File: src/rtl/multicycle_core_pkg.sv
// Shared definitions for the multi-cycle 16-bit-ISA core: opcodes, FSM
// state encoding and instruction field layout.
package multicycle_core_pkg;

  // 3-bit major opcodes in instr[15:13]
  localparam logic [2:0] OP_ADD  = 3'b000;
  localparam logic [2:0] OP_ADDI = 3'b001;
  localparam logic [2:0] OP_NAND = 3'b010;
  localparam logic [2:0] OP_BEQ  = 3'b011;
  localparam logic [2:0] OP_JALR = 3'b100;
  localparam logic [2:0] OP_LUI  = 3'b101;
  localparam logic [2:0] OP_SW   = 3'b110;
  localparam logic [2:0] OP_LW   = 3'b111;

  // FSM state encoding
  localparam logic [2:0] ST_FETCH  = 3'd0;
  localparam logic [2:0] ST_DECODE = 3'd1;
  localparam logic [2:0] ST_EXEC   = 3'd2;
  localparam logic [2:0] ST_MEM    = 3'd3;
  localparam logic [2:0] ST_HALT   = 3'd4;

  // Instruction field bit positions
  localparam int F_OP_LO  = 13;
  localparam int F_RA_LO  = 10;
  localparam int F_RB_LO  = 7;
  localparam int F_RC_LO  = 0;
  localparam int F_IMM7_LO  = 0;
  localparam int F_IMM10_LO = 0;

  typedef struct packed {
    logic [2:0] op;
    logic [2:0] ra;
    logic [2:0] rb;
    logic [2:0] rc;
    logic [6:0] imm7;
    logic [9:0] imm10;
  } instr_f_t;

  // Slice a raw instruction word into its named fields
  function automatic instr_f_t split_instr(input logic [15:0] ir);
    instr_f_t f;
    f.op    = ir[F_OP_LO    +: 3];
    f.ra    = ir[F_RA_LO    +: 3];
    f.rb    = ir[F_RB_LO    +: 3];
    f.rc    = ir[F_RC_LO    +: 3];
    f.imm7  = ir[F_IMM7_LO  +: 7];
    f.imm10 = ir[F_IMM10_LO +: 10];
    return f;
  endfunction

endpackage

File: src/rtl/core_regfile.sv
// 8 x DATA_W register file: three combinational read ports, one synchronous
// write port, r0 hardwired to zero, synchronous clear on reset.
module core_regfile
  import multicycle_core_pkg::*;
#(
  parameter int DATA_W = 16
) (
  input  logic              clk,
  input  logic              reset,
  input  logic [2:0]        ra_addr,
  input  logic [2:0]        rb_addr,
  input  logic [2:0]        rc_addr,
  output logic [DATA_W-1:0] ra_data,
  output logic [DATA_W-1:0] rb_data,
  output logic [DATA_W-1:0] rc_data,
  input  logic              we,
  input  logic [2:0]        wr_addr,
  input  logic [DATA_W-1:0] wr_data
);

  logic [7:0][DATA_W-1:0] regs;

  // Storage; writes to r0 are dropped so regs[0] stays at its reset value
  always_ff @(posedge clk) begin
    if (reset) begin
      regs <= '0;
    end else if (we && (wr_addr != 3'd0)) begin
      regs[wr_addr] <= wr_data;
    end
  end

  // r0 reads as zero regardless of storage contents
  always_comb begin
    ra_data = (ra_addr == 3'd0) ? '0 : regs[ra_addr];
    rb_data = (rb_addr == 3'd0) ? '0 : regs[rb_addr];
    rc_data = (rc_addr == 3'd0) ? '0 : regs[rc_addr];
  end

endmodule

File: src/rtl/multicycle_core.sv
// Multi-cycle core for the 16-bit, 3-bit-opcode ISA (plus LW and HALT).
// FETCH -> DECODE -> EXEC [-> MEM] -> FETCH; HALT is terminal until reset.
// Instruction and data memory are reached through req/ack handshakes with
// an arbitrary number of wait states.
module multicycle_core
  import multicycle_core_pkg::*;
#(
  parameter int              DATA_W   = 16,
  parameter int              PC_W     = 10,
  parameter logic [PC_W-1:0] RESET_PC = '0
) (
  input  logic              clk,
  input  logic              reset,
  output logic              imem_req,
  output logic [PC_W-1:0]   imem_addr,
  input  logic              imem_ack,
  input  logic [15:0]       imem_rdata,
  output logic              dmem_req,
  output logic              dmem_we,
  output logic [DATA_W-1:0] dmem_addr,
  output logic [DATA_W-1:0] dmem_wdata,
  input  logic              dmem_ack,
  input  logic [DATA_W-1:0] dmem_rdata,
  output logic [PC_W-1:0]   pc,
  output logic              retire,
  output logic              halted
);

  logic [2:0]        state;
  logic [15:0]       ir;
  instr_f_t          f;

  // operands latched in DECODE
  logic [DATA_W-1:0] op_a, op_b, op_c;
  logic [DATA_W-1:0] rf_a, rf_b, rf_c;

  logic [DATA_W-1:0] imm7_x, lui_v, link_v, alu_res, rf_wd;
  logic [PC_W-1:0]   pc_inc, pc_br, pc_next;
  logic              is_mem, is_halt, wb_en, rf_we;

  assign f = split_instr(ir);

  // ---------------------------------------------------------------------
  // Decode helpers
  // ---------------------------------------------------------------------
  assign imm7_x  = {{(DATA_W-7){f.imm7[6]}}, f.imm7};
  assign lui_v   = DATA_W'({f.imm10, 6'b0});
  assign pc_inc  = pc + 1'b1;                   // wraps at 2^PC_W
  assign pc_br   = pc_inc + imm7_x[PC_W-1:0];   // truncated, wraps
  assign link_v  = DATA_W'(pc_inc);
  assign is_mem  = (f.op == OP_SW) || (f.op == OP_LW);
  assign is_halt = (f.op == OP_JALR) && (f.imm7 != 7'd0);

  // ALU result, writeback enable and next pc for the non-memory opcodes
  always_comb begin
    alu_res = '0;
    wb_en   = 1'b0;
    pc_next = pc_inc;
    case (f.op)
      OP_ADD:  begin alu_res = op_b + op_c;    wb_en = 1'b1; end
      OP_ADDI: begin alu_res = op_b + imm7_x;  wb_en = 1'b1; end
      OP_NAND: begin alu_res = ~(op_b & op_c); wb_en = 1'b1; end
      OP_LUI:  begin alu_res = lui_v;          wb_en = 1'b1; end
      OP_BEQ:  pc_next = (op_a == op_b) ? pc_br : pc_inc;
      OP_JALR: begin
        if (is_halt) begin
          pc_next = pc;
        end else begin
          // op_b was captured in DECODE, so rA == rB still jumps to old rB
          alu_res = link_v;
          wb_en   = 1'b1;
          pc_next = op_b[PC_W-1:0];
        end
      end
      default: ;
    endcase
  end

  // Register writeback: ALU ops in EXEC, loads when the data ack arrives
  always_comb begin
    rf_we = 1'b0;
    rf_wd = alu_res;
    if (state == ST_EXEC && wb_en) begin
      rf_we = 1'b1;
    end else if (state == ST_MEM && dmem_ack && !dmem_we) begin
      rf_we = 1'b1;
      rf_wd = dmem_rdata;
    end
  end

  core_regfile #(.DATA_W(DATA_W)) u_regfile (
    .clk     (clk),
    .reset   (reset),
    .ra_addr (f.ra),
    .rb_addr (f.rb),
    .rc_addr (f.rc),
    .ra_data (rf_a),
    .rb_data (rf_b),
    .rc_data (rf_c),
    .we      (rf_we),
    .wr_addr (f.ra),
    .wr_data (rf_wd)
  );

  // ---------------------------------------------------------------------
  // Handshake outputs. Requests are pure state decodes, so they drop the
  // cycle after the ack moves the FSM on; reset forces them low at once.
  // ---------------------------------------------------------------------
  assign imem_req  = (state == ST_FETCH) && !reset;
  assign imem_addr = pc;
  assign dmem_req  = (state == ST_MEM) && !reset;

  // Retire marks the cycle an instruction completes (HALT included)
  assign retire = !reset &&
                  (((state == ST_EXEC) && !is_mem) ||
                   ((state == ST_MEM) && dmem_ack));

  // Main FSM, pc and registered data-side request fields
  always_ff @(posedge clk) begin
    if (reset) begin
      state      <= ST_FETCH;
      pc         <= RESET_PC;
      ir         <= '0;
      op_a       <= '0;
      op_b       <= '0;
      op_c       <= '0;
      dmem_addr  <= '0;
      dmem_wdata <= '0;
      dmem_we    <= 1'b0;
      halted     <= 1'b0;
    end else begin
      case (state)
        ST_FETCH: begin
          if (imem_ack) begin
            ir    <= imem_rdata;
            state <= ST_DECODE;
          end
        end
        ST_DECODE: begin
          op_a  <= rf_a;
          op_b  <= rf_b;
          op_c  <= rf_c;
          state <= ST_EXEC;
        end
        ST_EXEC: begin
          if (is_mem) begin
            dmem_addr  <= op_b + imm7_x;
            dmem_wdata <= op_a;
            dmem_we    <= (f.op == OP_SW);
            state      <= ST_MEM;
          end else if (is_halt) begin
            halted <= 1'b1;
            state  <= ST_HALT;
          end else begin
            pc    <= pc_next;
            state <= ST_FETCH;
          end
        end
        ST_MEM: begin
          if (dmem_ack) begin
            pc      <= pc_inc;
            dmem_we <= 1'b0;
            state   <= ST_FETCH;
          end
        end
        ST_HALT: state <= ST_HALT;
        default: state <= ST_FETCH;
      endcase
    end
  end

endmodule

File: config.mk
export PLATFORM = sky130hd
export DESIGN_NAME = multicycle_core
export DESIGN_NICKNAME = d
export VERILOG_FILES = /design/src/rtl/multicycle_core_pkg.sv /design/src/rtl/core_regfile.sv /design/src/rtl/multicycle_core.sv
export SDC_FILE = /design/constraint.sdc
export NUM_CORES = 1
export LEC_CHECK = 0
export BUFFER_PORTS_ARGS = -buffer_cell sky130_fd_sc_hd__buf_2
export CORE_MARGIN = 10
export CORE_UTILIZATION = 50
export CTS_BUF_LIST = sky130_fd_sc_hd__clkbuf_8
export CTS_CLUSTER_SIZE = 8
export DETAILED_ROUTE_END_ITERATION = 12
export GPL_TIMING_DRIVEN = 1
export PLACE_DENSITY = 0.8
export SYNTH_ARGS = -nofsm -noshare
export SYNTH_HDL_FRONTEND = slang
export SYNTH_SLANG_ARGS = --single-unit
File: constraint.sdc
create_clock -name clk -period 3.1 [get_ports clk]
set_input_delay 0.775 -clock clk [delete_from_list [all_inputs] [get_ports clk]]
set_output_delay 0.775 -clock clk [all_outputs]
set_load 0.01 [all_outputs]
# ---- Word-level counts from Yosys, hierarchy flattened
# Index checks and enable logic that the tools add are counted.
dict set report word_totals {
  word_cells 110
  reg_bits 239
  out_inout_bits 57
  in_bits 36
}
dict set report classes {
  magnitude_cmp 4
  eq_ne 17
  addsub 4
  bitwise_logic 3
  n_mux 34
  reduce_logical 30
}
# cell count
set ops {}
lappend ops {{binary-select mux 16 bit (select 3 bit)} 3}
lappend ops {{two-way mux 16 bit} 9}
lappend ops {{bitwise mux 128 bit} 1}
lappend ops {{case mux 16 bit (5 select lines)} 1}
lappend ops {{two-way mux 10 bit} 5}
lappend ops {{demux 16 bit (select 3 bit)} 1}
lappend ops {{case mux 10 bit (2 select lines)} 2}
lappend ops {{adder 16 bit} 2}
lappend ops {{AND 16 bit} 1}
lappend ops {{equality test 16 bit} 1}
lappend ops {{inverter 16 bit} 1}
lappend ops {{equality test 3 bit, second input constant} 5}
lappend ops {{logical NOT 3 bit} 5}
lappend ops {{case mux 3 bit (5 select lines)} 1}
lappend ops {{equality test 3 x 2 -> 1 bit, second input constant} 4}
lappend ops {{< comparator 3 x 4 -> 1 bit, second input constant} 3}
lappend ops {{two-way mux 3 bit} 4}
lappend ops {{adder 10 x 1 -> 10 bit, second input constant} 1}
lappend ops {{adder 10 bit} 1}
lappend ops {{logical AND 1 bit} 10}
lappend ops {{!= test 2 bit, second input constant} 5}
lappend ops {{nonzero test 7 bit} 1}
lappend ops {{equality test 3 x 1 -> 1 bit, second input constant} 2}
lappend ops {{AND reduction 2 bit} 3}
lappend ops {{11 further kinds} 20}

# ---- Logic depth before layout (Yosys ltp)
dict set report logic_depth {
  ltp_word 7
  depth_mapped 12
  depth_no_buf 12
}

# ---- By module
# Synthesis repeated with hierarchy kept, for this count alone.
dict set report hier_totals {
  hier_cells 1748
  hier_area_um2 14111.0
}
# module cells_each n_inst area_per_inst_um2
set modules_own_cells {}
lappend modules_own_cells {core_regfile 798 1 7158.1}
lappend modules_own_cells {multicycle_core 950 1 6952.9}

# ---- Worst setup path after synthesis
# Ideal clock, no wire load.
dict set report synth_path {
  kind {reg-to-reg}
  startpoint {reg ir[1]}
  endpoint {reg u_regfile.regs[94] (netlist bit)}
  synth_period_minus_slack_ns 3.048
  t_required_ns 2.970
  t_arrival_ns 2.917
  path_stages_with_launch 12
  setup_slack_ns 0.052
  n_path_buf 2
  path_cell_list {dfxtp_1 clkbuf_1 clkinv_1 clkbuf_1 fa_1 nor2b_1 o211a_1 o41a_1 a41oi_2 mux2i_1 a311o_1 o31ai_1}
}
dict set report synth_via {
  elab_chain_len 7
}
# element line_no
set synth_rtl {}
lappend synth_rtl {{start: declaration} multicycle_core.sv:30} ;# logic [15:0] ir;
lappend synth_rtl {{start signal: assignment} multicycle_core.sv:135} ;# ir <= imem_rdata;
lappend synth_rtl {{parallel branches: the longest is 7 deep, another holds adder 16 bit} n/a}
lappend synth_rtl {{end signal: indexed assignment} core_regfile.sv:28} ;# regs[wr_addr] <= wr_data;
lappend synth_rtl {{end: declaration} core_regfile.sv:21} ;# logic [7:0][DATA_W-1:0] regs;
# Parallel ways; which one is timed is not known.
# A chain may end at the register's enable or synchronous reset.

# ---- Worst setup path in the final report
dict set report layout_path {
  startpoint {reg op_b[6]}
  endpoint {reg u_regfile.regs[95] (netlist bit)}
}
dict set report layout_via {
  elab_chain_len 5
}
# element line_no
set layout_rtl {}
lappend layout_rtl {{start: declaration} multicycle_core.sv:34} ;# logic [DATA_W-1:0] op_a, op_b, op_c;
lappend layout_rtl {{start signal: assignment} multicycle_core.sv:141} ;# op_b <= rf_b;
lappend layout_rtl {{adder 16 bit (on tied branches)} {multicycle_core.sv:61, multicycle_core.sv:60}}
lappend layout_rtl {{case mux 16 bit (5 select lines) *} multicycle_core.sv:59} ;# case (f.op)
lappend layout_rtl {{two-way mux 16 bit} multicycle_core.sv:85} ;# end else if (state == ST_MEM && dmem_ack && !dmem_we) begin
lappend layout_rtl {{two-way mux 16 bit *} multicycle_core.sv:83} ;# if (state == ST_EXEC && wb_en) begin
lappend layout_rtl {{bitwise mux 128 bit *} core_regfile.sv:28}
# Every way passes the cells marked *; elsewhere a longest branch is shown, timed or not.

==> run metrics <==
status=completed; CP delay by family, top=compound AO/OA/AOI/OAI gates; FF/Latch Area=4474 sq um; synth top area cells=dfxtp_1 (32%), a21oi_1 (7.9%), mux4_2 (7.9%), nor2_1 (7.1%), nand2_1 (4.5%); Final ANT Viol Nets=0; Placer Congestion=1.013; final hold violations=0; worst skew pair latency=0.55 ns; cts hold-fix bufs=0; Clock Skews=0.02178 ns; WS Path Type=reg2reg; root buf cell=clkbuf_8; f_max=334.8 MHz; Seq/Total Area, Yosys=32.46%; area taken by multi-input logic gates=8606 sq um; critical path arrival=3.41 ns; Setup crit end kind=flip-flop; Reg2Reg Setup Slack=0.11 ns; largest net degree at the start of global routing=100; # IOs=93; global-route usage over all layers=27.02%; Pleak=5.864 nW; share of the synthesized area in the top cell type=32.46%; layout cell share with drive strength beyond 1=19.92%; worst min-delay path class=reg2reg; htree depth=2; Mapped Area=13750 sq um; port bufs=92; Post-Synthesis Cells=1678; First-pass DRT Iterations=8; Most used DFF post-synth=dfxtp_1; Distinct cells, synth=72; # fillers=2446; Psw=1.918 mW; final WL=47720 um; Int Power=4.868 mW; Slew @ Worst Pin=1.006 ns; Core ar.=27030 sq um; Post-synth EDFFs=0; Synth Area per Inst=8.195 sq um; DR vias=13860; max incr delay on CP=0.61 ns; dpl hpwl=34070 um; post_cts resized=0; Die H=185.8 um; worst setup margin=0.1130 ns; first-pass GRT wire length=73510 um; Slew Viols, Final=0; period utilisation layout=96.36%; Mapped Nets=1759; worst path required time=3.52 ns; DP Worst Slack=0.1371 ns; Max-Cap Viols=0; Flop pwr share=43.8%; vias in the first global route=12760; Sw Share=28.26%; minimum clock period=2.987 ns; Buf/Inv on CP=1; Nets=1833; Die X=185.8 um; VDD IR max=0.3688 mV; post-synthesis async set-or-reset flop share=0%; synthesis-to-layout area growth=13.71%; Overflow after GRT=0; DRC=0; Slowest-stage cell, CP=dfxtp_1; Yosys reg bits=223; wire per inst=22.48 um; num rows=60; post-synth top area cell=dfxtp_1; DR iter-0 viols=1843; initial antenna violation count=0; TritonCTS clock tree=yes; Finish-stage setup viols=0; setup TNS=0 ns; RSZ-0062 raised after global routing=no; Final Core Density=57.86%; full die area=34540 sq um; Crit Path Max Fanout=7; pwr dens=433.9 nW/um^2; Worst path most repeated cell=o21ai_0; clk sink count=223; Initial Utilization=50.88%; WHS=0.4483 ns; Via density=6.529; number of diodes=0; combinational power share=12.7%; Worst-path clk slew=0.06 ns; post-CTS setup buffers=0; Num CTS Buffers=40; cell chain of the critical path=ha_1 > a211o_1 > o21ai_0 > a31oi_1 > and3_1 > o31ai_1 > buf_4 > o21ai_0; total number of yosys warnings=0; clock power share=43.6%; CTS max path bufs=3; Worst slew margin=32.42%; startpoint types=flip-flop
==> final timing paths <==
kind / startpoint / end / cells after the start
worst max register to register: op_b[6]$_SDFFE_PP0P_ / u_regfile.regs[95]$_SDFFE_PP0P_ / 8
worst max-delay path: op_b[6]$_SDFFE_PP0P_ / u_regfile.regs[95]$_SDFFE_PP0P_ / 8
worst min register to register: dmem_addr[11]$_SDFFE_PP0P_ / dmem_addr[11]$_SDFFE_PP0P_ / 2
worst min-delay path: dmem_addr[11]$_SDFFE_PP0P_ / dmem_addr[11]$_SDFFE_PP0P_ / 2
==> cells in the mapped netlist, types with 7 or more instances <==
cell      number
and3_1        11
xnor2_1       39
a311oi_1      11
clkbuf_1      97
inv_1         15
buf_1         18
dfxtp_1      223
mux4_2        48
o32ai_1        8
nor2_1       260
nand3b_1      12
mux2_2        34
a22oi_1       18
a221oi_1      25
nand4_1        8
or3_1          8
xor2_1        13
o31ai_1       14
ha_1          42
o21ai_0       40
nor3_1        36
a211oi_1      79
o22ai_1       30
buf_4         14
a21oi_1      218
nand2_1      165
o211ai_1      14
a31oi_1        8
nor4_1         7
mux2i_1       27
nor2b_1        7
buf_2         23
a311o_1        7
a21o_1         9
nand3_1       11
==> worst register-to-register path, cell delays in order (launching register included) <==
cell	delay, ns
dfxtp_1	0.61
ha_1	0.38
a211o_1	0.32
o21ai_0	0.26
a31oi_1	0.24
and3_1	0.25
o31ai_1	0.48
buf_4	0.24
o21ai_0	0.08
==> registers in the layout, summed over array words and instances, names as in the netlist, 3 cells and up <==
| register | cells |
|---|---|
| op_b | 16 |
| state | 3 |
| dmem_wdata | 16 |
| ir | 16 |
| op_c | 16 |
| u_regfile.regs | 112 |
| op_a | 16 |
| imem_addr | 10 |
| dmem_addr | 16 |
==> per-stage QoR <==
step	cell area [sq um]	std cells	power, mW
4_1_cts	15610	2123	6.783
6_report	15640	2123	6.785
2_1_floorplan	13750	1678	3.544
3_3_place_gp	14750	2051	3.851
5_1_grt	15640	2123	7.012
3_5_place_dp	14750	2051	3.856
==> metal layers <==
| layer | global-route usage, % | part of all wire [%] | up-vias |
|---|---|---|---|
| met5 | 0 | 0 | - |
| met4 | 9.803 | 3.4 | 0 |
| met3 | 6.804 | 13 | 129 |
| met2 | 40.18 | 43 | 922 |
| met1 | 37.02 | 41 | 6497 |
| li1 | - | - | 6314 |
==> cell families (layout without fill, tap and decap cells) <==
family	after synthesis	count (layout)	synth area share, %
buf+inv	169	273	5.213
flops	223	223	32.46
fa+ha+maj	45	45	4.258
xor+xnor	52	52	3.312
compound gates	521	521	24.42
mux	109	109	12.61
simple gates	559	559	17.72
==> cell type report <==
class / instances / share of cell area [%]
sequential: 223 / 28.61
multi-input combinational: 1286 / 55.03
clock buffer: 52 / 4.577
timing repair buffer: 185 / 7.769
tap: 341 / 2.728
clock inverter: 20 / 0.8961
inverter: 16 / 0.3841
==> layout by cell type, fill, tap and decap left out, drive strengths merged, types with 8 or more instances in the layout <==
master | Yosys | layout
a211oi | 81 | 81
a21o | 9 | 9
a21oi | 218 | 218
a221oi | 26 | 26
a22oi | 18 | 18
a311oi | 11 | 11
a31oi | 8 | 8
and3 | 11 | 11
buf | 55 | 185
clkbuf | 98 | 52
dfxtp | 223 | 223
ha | 42 | 42
inv | 15 | 27
mux2 | 34 | 34
mux2i | 27 | 27
mux4 | 48 | 48
nand2 | 165 | 165
nand3 | 11 | 11
nand3b | 12 | 12
nand4 | 8 | 8
nor2 | 260 | 260
nor3 | 37 | 37
o211ai | 14 | 14
o21ai | 43 | 43
o22ai | 30 | 30
o31ai | 15 | 15
o32ai | 8 | 8
or3 | 8 | 8
xnor2 | 39 | 39
xor2 | 13 | 13
==> power groups by stage <==
stage	sequential, mW	combinational, mW	clock, mW
global route	2.97	0.911	3.13
CTS	2.96	0.834	2.98
detailed placement	3.03	0.829	0
global placement	3.03	0.825	0
finish	2.97	0.860	2.96
floorplan	2.99	0.556	0
Note: power is estimated with default switching activity, not from simulation.
